--- src/rtl/se_scheduler.sv ---
// Sound-effect scheduler: latches game-event sound requests, arbitrates them by
// fixed priority with preemption, and sequences each effect's note list from a
// small ROM onto a single square-wave tone generator.
module se_scheduler #(
  parameter int unsigned TICK_DIV = 9000
) (
  input  logic        i_clk,
  input  logic        i_res,
  input  logic        i_req_fixed,
  input  logic        i_req_line,
  input  logic        i_req_reset,
  input  logic        i_mute,
  output logic        o_tone_en,
  output logic [15:0] o_half_period,
  output logic        o_busy,
  output logic [1:0]  o_snd_id,
  output logic        o_note_pls
);

  localparam int unsigned PW = (TICK_DIV > 1) ? $clog2(TICK_DIV) : 1;
  localparam logic [PW-1:0] PRESC_MAX = PW'(TICK_DIV - 1);
  localparam logic [PW-1:0] PRESC_ONE = PW'(1);

  typedef enum logic [1:0] {StIdle, StLoad, StPlay} state_e;

  state_e        state_q, state_d;
  logic [2:0]    pend_q, pend_d;
  logic [1:0]    cur_id_q, cur_id_d;
  logic [1:0]    idx_q, idx_d;
  logic [PW-1:0] presc_q, presc_d;
  logic [7:0]    dur_q, dur_d;
  logic [15:0]   hp_q, hp_d;
  logic [1:0]    snd_q, snd_d;
  logic          pls_q, pls_d;

  logic [2:0]    req_vec, pend_eff;
  logic [1:0]    gid_q, gid_eff;
  logic          preempt, wrap, note_done;
  logic [15:0]   rom_hp;
  logic [7:0]    rom_dur;
  logic          rom_last;

  // Highest set bit of a pending vector; 0 when empty (callers gate on non-empty).
  function automatic logic [1:0] top_id(input logic [2:0] v);
    logic [1:0] id;
    if (v[2]) begin
      id = 2'd2;
    end else if (v[1]) begin
      id = 2'd1;
    end else begin
      id = 2'd0;
    end
    return id;
  endfunction

  // Note ROM: {half_period, dur_ms, last} per (effect id, note index).
  always_comb begin
    rom_hp   = 16'd0;
    rom_dur  = 8'd0;
    rom_last = 1'b1;
    case ({cur_id_q, idx_q})
      4'b00_00: begin rom_hp = 16'd4500; rom_dur = 8'd30;  rom_last = 1'b1; end
      4'b01_00: begin rom_hp = 16'd3000; rom_dur = 8'd40;  rom_last = 1'b0; end
      4'b01_01: begin rom_hp = 16'd2250; rom_dur = 8'd40;  rom_last = 1'b0; end
      4'b01_10: begin rom_hp = 16'd1800; rom_dur = 8'd80;  rom_last = 1'b1; end
      4'b10_00: begin rom_hp = 16'd9000; rom_dur = 8'd100; rom_last = 1'b0; end
      4'b10_01: begin rom_hp = 16'd6000; rom_dur = 8'd100; rom_last = 1'b1; end
      default:  begin rom_hp = 16'd0;    rom_dur = 8'd0;   rom_last = 1'b1; end
    endcase
  end

  // Request merging, arbitration and timing decodes.
  always_comb begin
    req_vec   = {i_req_reset, i_req_line, i_req_fixed};
    // Fresh pulses are visible to the idle grant in the same cycle they arrive.
    pend_eff  = pend_q | req_vec;
    gid_q     = top_id(pend_q);
    gid_eff   = top_id(pend_eff);
    // Preemption only considers already-latched requests.
    preempt   = (pend_q != 3'b000) && (gid_q > cur_id_q);
    wrap      = (presc_q == PRESC_MAX);
    note_done = wrap && (dur_q <= 8'd1);
  end

  // Next-state and output-register logic.
  always_comb begin
    state_d  = state_q;
    pend_d   = pend_eff;
    cur_id_d = cur_id_q;
    idx_d    = idx_q;
    presc_d  = presc_q;
    dur_d    = dur_q;
    hp_d     = hp_q;
    snd_d    = snd_q;
    pls_d    = 1'b0;

    if (i_mute) begin
      // Mute drops everything, including requests arriving this cycle.
      state_d = StIdle;
      pend_d  = 3'b000;
      idx_d   = 2'd0;
      presc_d = '0;
      dur_d   = 8'd0;
      hp_d    = 16'd0;
      snd_d   = 2'd3;
    end else begin
      case (state_q)
        StIdle: begin
          if (pend_eff != 3'b000) begin
            state_d  = StLoad;
            cur_id_d = gid_eff;
            idx_d    = 2'd0;
            pend_d   = pend_eff & ~(3'b001 << gid_eff);
          end
        end

        StLoad: begin
          presc_d = '0;
          dur_d   = rom_dur;
          if (preempt) begin
            state_d  = StLoad;
            cur_id_d = gid_q;
            idx_d    = 2'd0;
            pend_d   = pend_eff & ~(3'b001 << gid_q);
          end else begin
            state_d = StPlay;
            hp_d    = rom_hp;
            snd_d   = cur_id_q;
            pls_d   = 1'b1;
          end
        end

        StPlay: begin
          if (preempt) begin
            state_d  = StLoad;
            cur_id_d = gid_q;
            idx_d    = 2'd0;
            pend_d   = pend_eff & ~(3'b001 << gid_q);
          end else begin
            presc_d = wrap ? '0 : (presc_q + PRESC_ONE);
            if (wrap) begin
              dur_d = dur_q - 8'd1;
            end
            if (note_done) begin
              if (!rom_last) begin
                state_d = StLoad;
                idx_d   = idx_q + 2'd1;
              end else if (pend_eff != 3'b000) begin
                state_d  = StLoad;
                cur_id_d = gid_eff;
                idx_d    = 2'd0;
                pend_d   = pend_eff & ~(3'b001 << gid_eff);
              end else begin
                state_d = StIdle;
                hp_d    = 16'd0;
                snd_d   = 2'd3;
              end
            end
          end
        end

        default: begin
          state_d = StIdle;
          hp_d    = 16'd0;
          snd_d   = 2'd3;
        end
      endcase
    end
  end

  // State and output registers with synchronous reset.
  always_ff @(posedge i_clk) begin
    if (i_res) begin
      state_q  <= StIdle;
      pend_q   <= 3'b000;
      cur_id_q <= 2'd0;
      idx_q    <= 2'd0;
      presc_q  <= '0;
      dur_q    <= 8'd0;
      hp_q     <= 16'd0;
      snd_q    <= 2'd3;
      pls_q    <= 1'b0;
    end else begin
      state_q  <= state_d;
      pend_q   <= pend_d;
      cur_id_q <= cur_id_d;
      idx_q    <= idx_d;
      presc_q  <= presc_d;
      dur_q    <= dur_d;
      hp_q     <= hp_d;
      snd_q    <= snd_d;
      pls_q    <= pls_d;
    end
  end

  // Outputs decoded from registered state.
  always_comb begin
    o_tone_en     = (state_q == StPlay);
    o_busy        = (state_q != StIdle);
    o_half_period = hp_q;
    o_snd_id      = snd_q;
    o_note_pls    = pls_q;
  end

endmodule

--- config.mk ---
export PLATFORM = sky130hd
export DESIGN_NAME = se_scheduler
export DESIGN_NICKNAME = d
export VERILOG_FILES = /design/src/rtl/se_scheduler.sv
export SDC_FILE = /design/constraint.sdc
export NUM_CORES = 1
export LEC_CHECK = 0
export ABC_CLOCK_PERIOD_IN_PS = 5800
export CAP_MARGIN = 20
export CORE_MARGIN = 3
export CORE_UTILIZATION = 62
export CTS_CLUSTER_SIZE = 8
export DETAILED_ROUTE_END_ITERATION = 7
export PLACE_DENSITY = 0.88
export REMOVE_ABC_BUFFERS = 1
export SLEW_MARGIN = 25
export SYNTH_ARGS = -nofsm -noshare
export SYNTH_HDL_FRONTEND = slang
export SYNTH_SLANG_ARGS = --single-unit
--- constraint.sdc ---
create_clock -name i_clk -period 5.8 [get_ports i_clk]
set_input_delay 1.16 -clock i_clk [delete_from_list [all_inputs] [get_ports i_clk]]
set_output_delay 1.16 -clock i_clk [all_outputs]
set_load 0.01 [all_outputs]
# After elaboration in Yosys (flattened, before gate mapping)
# Cells that the tools add are included.
op_classes:
  shifts: 2
  add_sub_neg: 3
  n_mux: 50
  eq_ne: 18
  reduce_logical: 20
  n_lt_le_gt_ge: 2
  bitwise: 8
ops:
  columns: ["operator", "count"]
  rows:
  - ["$pmux 14 s6", 1]
  - ["$mux 16", 5]
  - ["$pmux 16 s3", 1]
  - ["$mux 2", 21]
  - ["$mux 14", 2]
  - ["$pmux 14 s2", 1]
  - ["$pmux 7 s4", 1]
  - ["$pmux 2 s3", 4]
  - ["$mux 8", 2]
  - ["$pmux 8 s2", 1]
  - ["$mux 3", 5]
  - ["$add 14x1->14 const B", 1]
  - ["$eq 14x14->1 const B", 1]
  - ["$eq 4x3->1 const B", 3]
  - ["$ne 2x2->1 const B", 6]
  - ["$pmux 3 s3", 1]
  - ["$reduce_bool 3->1", 3]
  - ["$eq 4x4->1 const B", 2]
  - ["$le 8x1->1 const B", 1]
  - ["$sub 8x1->8 const B", 1]
  - ["$and 3x3->3", 2]
  - ["$not 3->3", 2]
  - ["$reduce_and 3->1", 2]
  - ["$reduce_and 6->1", 1]
  - ["19 further kinds", 33]
totals:
  regBits: 50
  output_inout_bits: 21

# Depth between registers and ports, before layout
# Gate-level depths: netlist of the first run.
logic_depth:
  depth_word: 11
  mapped_depth: 9
  mapped_depth_nobuf: 7

# Worst setup path before layout of the first run
# Ideal clock, no wire load.
synth_timing:
  path_kind: "input to register"
  startpoint: "input port i_req_reset"
  endpoint: "register hp_q[8] (netlist: o_half_period[8])"
  path_stages: 6
  setup_time_ps: 129
  n_path_buf: 1
  arrival_time_ps: 2585
  path_slack_ps: 3086
  path_cell_list: "or4_1 -> nor3_1 -> o221ai_1 -> clkbuf_1 -> o211ai_1 -> o41ai_2"
synth_between:
  elab_chain_len: 4
synth_rtl:
  columns: ["item", "line_no", "source"]
  rows:
  - ["start, declared", "11", "input logic i_req_reset,"]
  - ["$or 3x3->3", "76", "pend_eff = pend_q | req_vec;"]
  - ["$reduce_bool 3->1", "148", "end else if (pend_eff != 3'b000) begin"]
  - ["$ne 2x2->1 (no source line)", null, null]
  - ["$reduce_and 6->1 (no source line)", null, null]
  - ["end signal, assigned", "190", "hp_q <= hp_d;"]
  - ["end, declared", "32", "logic [15:0] hp_q, hp_d;"]
# Every way passes these cells.
# A chain may end at the register's enable or synchronous reset.

# Worst setup path after layout of the first run
layout_timing:
  startpoint: "input port i_req_reset"
  endpoint: "register hp_q[10] (netlist: o_half_period[10])"
# Same word-level chain as after synthesis.

==> impl_metrics.tcl, run 1 <==
set metrics [dict create \
    antenna_left 0 \
    place.gp.congestion 0.892 \
    initial_core_util 0.650 \
    drv_slew 0 \
    fin_crit_sh 0.572 \
    finalSetupViolCount 0 \
    first_iter_violations 318 \
    globalRouteMet1Util 0.332 \
    synth_warnings 0 \
    via_count 2736 \
    grt_first_pass_wirelength_microns 11300 \
    arrival_ns 3.55 \
    rsz0062_at_grt "false" \
    drive_gt1_frac 0.0572 \
    wl_per_cell_microns 15.9 \
    synth_ff_type "dfxtp_1" \
    cts_sinks 47 \
    grt_pass1_vias 2476 \
    synth-edff-count 0 \
    cts-root-buf "clkbuf_8" \
    dp.cells 411 \
    yosysSeqAreaShare 0.328 \
    fmax_mhz 301 \
    grt_max_degree 29 \
    avgSynthCellArea_sq_um 8.04 \
    grt_busiest_layer "met2" \
    hold_buffers 0 \
    drc 0 \
    grt_use_met2 0.425 \
    fp.dieW_microns 74.0 \
    port_buffers 23 \
    worstPathMaxFanout 11 \
    max_slew_margin 0.469 \
    final_common_cell "dfxtp_1" \
    netlist-cell-type-count 61 \
    final_nets 384 \
    antenna_found_initial 0 \
    clk_latency_ns 0.30 \
    synth_async_sr_flop_share 0 \
    end_kind "flop" \
    post-dp-hpwl_microns 4650 \
    fin_cells 419 \
    postCtsSetupBuffers 0 \
    r2r_start "presc_q[3]$_SDFFE_PP0P_" \
    critPathLaunchType "input port" \
    layout_common_cells "dfxtp_1 (47), nor2_1 (34), a21oi_1 (30)" \
    worstHoldStart "o_half_period[12]$_SDFFE_PP0P_" \
    power_frac_clock 0.297 \
    diodes 0 \
    num_io_pins 27 \
    htreeDepth 2 \
    syn2layout_area_growth_pct 10.2 \
    netlist_area_sq_um 2870 \
    p_leak_nw 1.13 \
    ys_seq_elements 47 \
    min_period_ns 3.32 \
    switching_share 0.312 \
    fillerInstances 350 \
    crit_required_ns 6.03 \
    hold_viol_final 0 \
    clk_path_buf_depth 2 \
    critPathLaunch "i_req_reset" \
    grt.total_usage 0.259 \
    outcome "complete, no violations" \
    p_sw_mw 0.207 \
    skew_ns 0.00359 \
    hold_path_class "flop to flop" \
    fp.dieH_microns 74.0 \
    power.internal_mw 0.458 \
    first_pass_iters 6 \
    grt-ovfl-total 0 \
    met3_usage 0.0473 \
    vdd.ir_drop.worst_uv 143 \
    worst_pin_slew_ns 0.796 \
    numCtsBuffers 5 \
    cts_resized 0 \
    tns_ns 0 \
    maxCapViolCount 0 \
    viasPerCell 6.53 \
    clk_pin_slew_ns 0.09 \
    cts_tree "built" \
    cellPowerDensity_nw_per_um2 210 \
    die_area_sq_um 5480 \
    p_seq_frac 0.507 \
    crit_type "input port to flop" \
    drt_wl_total_microns 6670 \
    pwr-share-comb 0.196 \
    synth_cells 357 \
    fp-row-count 24 \
    core_sq_um 4410 \
]
[flip-flops by register name, indices dropped and copies added, names as in the netlist]
signal,flops
o_half_period,13
idx_q,2
o_snd_id,2
presc_q,14
cur_id_q,2
dur_q,8
o_note_pls,1
state_q,2
pend_q,3
[synth_stat cells, drive strengths merged, types with 2 or more instances]
master	number	area share
a211oi	8	0.021
a21o	4	0.010
a21oi	30	0.052
a221oi	2	0.0083
a22oi	2	0.0052
a31oi	2	0.0044
a41oi	2	0.0061
and2	7	0.015
and3	5	0.011
buf	6	0.014
clkbuf	20	0.026
dfxtp	47	0.33
ha	12	0.052
inv	12	0.016
mux2i	4	0.014
nand2	24	0.034
nand2b	4	0.0087
nand3	9	0.016
nand4	12	0.026
nor2	34	0.044
nor2b	4	0.0087
nor3	9	0.016
nor3b	3	0.0078
nor4	3	0.0065
o2111ai	2	0.0061
o211a	3	0.010
o211ai	10	0.026
o21ai	21	0.037
o221a	2	0.0078
o31ai	2	0.0052
o32ai	3	0.0092
o41ai	4	0.021
or2	3	0.0065
or3	9	0.020
or4	5	0.014
or4b	2	0.0070
xnor2	3	0.0092
xor2	8	0.024
[cell families (layout without fill, tap and decap cells)]
group | Yosys count | count (layout) | share of synthesized area
AOI/OAI and AO/OA | 108 | 108 | 0.266
xor gates and xnor gates | 11 | 11 | 0.0336
adders and majority gates | 12 | 12 | 0.0523
buffers and inverters | 39 | 47 | 0.0575
DFF | 47 | 47 | 0.328
muxes | 4 | 4 | 0.0139
other | 1 | 3 | 0.00131
and+or+nand+nor | 135 | 135 | 0.248
[power by group through the flow]
| stage | combinational, mW | sequential [mW] | clock [mW] |
|---|---|---|---|
| after floorplan | 0.0931 | 0.343 | 0 |
| after global placement | 0.126 | 0.344 | 0 |
| after detailed placement | 0.127 | 0.344 | 0 |
| after CTS | 0.128 | 0.337 | 0.200 |
| after global routing | 0.145 | 0.338 | 0.212 |
| final | 0.130 | 0.337 | 0.198 |
[critical path, stage by stage]
cell and delay [ns]:
clkdlybuf4s50_1 0.44, or4_1 0.57, nor3_1 0.33, o221ai_1 0.44, or3_1 0.47, a21oi_1 0.15
[layout make-up]
class / count / area [sq um] / share of cell area
clock buffer: 6 / 72.6 / 0.0229
clock inverter: 2 / 12.5 / 0.00395
inverter: 13 / 48.8 / 0.0154
multi-input combinational: 273 / 1770 / 0.560
sequential: 47 / 941 / 0.297
tap: 52 / 65.1 / 0.0206
timing repair buffer: 26 / 253 / 0.0799
[final timing paths]
check                                                       to  slack [ns]  cells past startpoint
worst max-delay path            o_half_period[10]$_SDFFE_PP0P_        2.48                      6
worst min register to register  o_half_period[12]$_SDFFE_PP0P_        0.46                      2
worst min-delay path            o_half_period[12]$_SDFFE_PP0P_        0.46                      2
worst max register to register           dur_q[7]$_SDFFE_PP0P_        2.82                      5
[through the flow]
step	utilization	power, mW	setup WS (ns)	cell area, sq um	hold slack (ns)
4_1_cts	0.717	0.665	2.53	3160	0.464
3_5_place_dp	0.698	0.472	2.22	3080	0.452
2_1_floorplan	-	0.436	2.94	2760	0.444
3_3_place_gp	0.698	0.469	2.24	3080	0.452
5_1_grt	0.717	0.695	2.28	3160	0.478
6_report	0.717	0.665	2.48	3160	0.461
[routing by layer]
metal	part of all wire	routed length (microns)
met1	0.44	2940
met2	0.47	3150
met3	0.056	376
met4	0.031	210
met5	0	0
Note: power is estimated with default switching activity, not from simulation.
==> run 2, diff against run 1 <==
Settings changed: ABC_CLOCK_PERIOD_IN_PS 5800 to 3350, CORE_UTILIZATION 62 to 57, PLACE_DENSITY 0.88 to 0.82.
Clock period 5.8 ns to 3.35 ns, I/O delays scaled along.
==> run 2 against run 1 <==
  * Register-to-register slack lost 2.4 ns
  * First-iteration DRC count shrank 41%
  * Via count grew 1.5%
==> impl_metrics.tcl, run 2 (synthesized netlist as in run 1, its figures left out) <==
set metrics [dict create \
    path_depth 7 \
    numCtsBuffers 5 \
    fp.dieH_microns 77.0 \
    grt_pass1_vias 2553 \
    tns_ns 0 \
    port_buffers 23 \
    htreeDepth 2 \
    clk_latency_ns 0.30 \
    arrival_ns 3.16 \
    worst_pin_slew_ns 0.887 \
    postCtsSetupBuffers 0 \
    min_period_ns 2.92 \
    path_cells "inv_1, ha_1, nor2b_1, o211ai_1, o221ai_1, or3_1, a21oi_1" \
    core_sq_um 4790 \
    p_total_mw 1.26 \
    finalSetupViolCount 0 \
    cts_sinks 47 \
    final_common_cell "dfxtp_1" \
    multi_input_area_sq_um 1770 \
    antenna_found_initial 0 \
    antenna_left 0 \
    fp-row-count 25 \
    critPathLaunchType "flop" \
    grt_max_degree 29 \
    skew_ns 0.00538 \
    max_slew_margin 0.409 \
    die_area_sq_um 5920 \
    final_nets 389 \
    first_iter_violations 189 \
    place.gp.congestion 0.839 \
    post-dp-hpwl_microns 4870 \
    fmax_mhz 342 \
    initial_core_util 0.600 \
    fin_crit_sh 0.872 \
    via_count 2776 \
    layout_common_cells "dfxtp_1 (47), nor2_1 (34), a21oi_1 (30)" \
    largest_reg_flops 14 \
    p_leak_nw 1.18 \
    cts-root-buf "clkbuf_8" \
    worstPathMaxFanout 11 \
    grt.total_usage 0.235 \
    regArea_sq_um 941 \
    num_io_pins 27 \
    vdd.ir_drop.worst_uv 227 \
    drt_wl_total_microns 6960 \
    reg2reg_depth 7 \
    slowest_stage "o211ai_1" \
    hold_viol_final 0 \
    top_register "presc_q" \
    grt_first_pass_wirelength_microns 11600 \
    drv_slew 0 \
    hold_path_depth 2 \
    maxCapViolCount 0 \
    hold_buffers 0 \
    clk_path_buf_depth 2 \
    crit_required_ns 3.58 \
    cpPeakStageDelay_ns 0.55 \
    crit_type "flop to flop" \
    grt-ovfl-total 0 \
    cts_tree "built" \
    cellPowerDensity_nw_per_um2 389 \
    outcome "complete, no violations" \
    hold_path_class "flop to flop" \
    cts_resized 0 \
    fillerInstances 390 \
    first_pass_iters 4 \
    end_kind "flop" \
    rsz0062_at_grt "false" \
    wl_per_cell_microns 15.8 \
    viasPerCell 6.32 \
    fp.dieW_microns 77.0 \
    drc 0 \
    crit_buf_inv 1 \
    clk_pin_slew_ns 0.09 \
    drive_gt1_frac 0.0726 \
    syn2layout_area_growth_pct 13.3 \
    diodes 0 \
    crit_family "compound AO/OA/AOI/OAI gates" \
]
==> run 2: changes by cell type in the layout (fill, tap and decap cells not counted) <==
cell | before | now
clkbuf_8 | 5 | 6
bufinv_16 | 0 | 1
clkinvlp_4 | 1 | 0
buf_4 | 3 | 8
clkbuf_1 | 1 | 0
==> run 2: layout make-up <==
cell class | count | share of cell area
timing repair buffer | 31 | 0.0892
sequential | 47 | 0.289
clock buffer | 6 | 0.0254
clock inverter | 2 | 0.0108
multi-input combinational | 273 | 0.545
tap | 67 | 0.0258
inverter | 13 | 0.0150
==> run 2: worst paths after layout <==
path                                                      from                             end  slack, ns
worst max register to register        cur_id_q[1]$_SDFFE_PP0P_  o_half_period[10]$_SDFFE_PP0P_       0.43
worst min register to register  o_half_period[11]$_SDFFE_PP0P_  o_half_period[11]$_SDFFE_PP0P_       0.46
worst max-delay path                  cur_id_q[1]$_SDFFE_PP0P_  o_half_period[10]$_SDFFE_PP0P_       0.43
worst min-delay path            o_half_period[11]$_SDFFE_PP0P_  o_half_period[11]$_SDFFE_PP0P_       0.46
==> run 2: report_power, final <==
part / switching [mW] / leakage (nW) / internal (mW)
registers: 0.0132 / 0.380 / 0.570
clock network: 0.201 / 0.0612 / 0.242
logic: 0.155 / 0.736 / 0.0838
==> run 2: through the flow <==
stage / cells / util / instance area [sq um] / hold slack, ns / setup WS, ns
detailed placement: 431 / 0.655 / 3140 / 0.451 / 0.221
global route: 439 / 0.680 / 3250 / 0.491 / 0.304
CTS: 439 / 0.680 / 3250 / 0.464 / 0.498
floorplan: 333 / - / 2760 / 0.444 / 0.644
global placement: 431 / 0.655 / 3140 / 0.447 / 0.333
finish: 439 / 0.680 / 3250 / 0.461 / 0.429
==> run 2: layer usage <==
metal / wire (microns) / GRT usage / vias to the layer above
met3: 430 / 0.0458 / 23
met4: 191 / 0.105 / 0
met2: 3210 / 0.382 / 116
met1: 3120 / 0.302 / 1296
met5: 0 / 0 / -
li1: - / - / 1341
==> run 2: worst min-delay path: cells and delay by family, from the launching register on <==
kind | cells | cell delay [ns]
DFF | 1 | 0.32
and+or+nand+nor | 1 | 0.05
muxes | 1 | 0.05
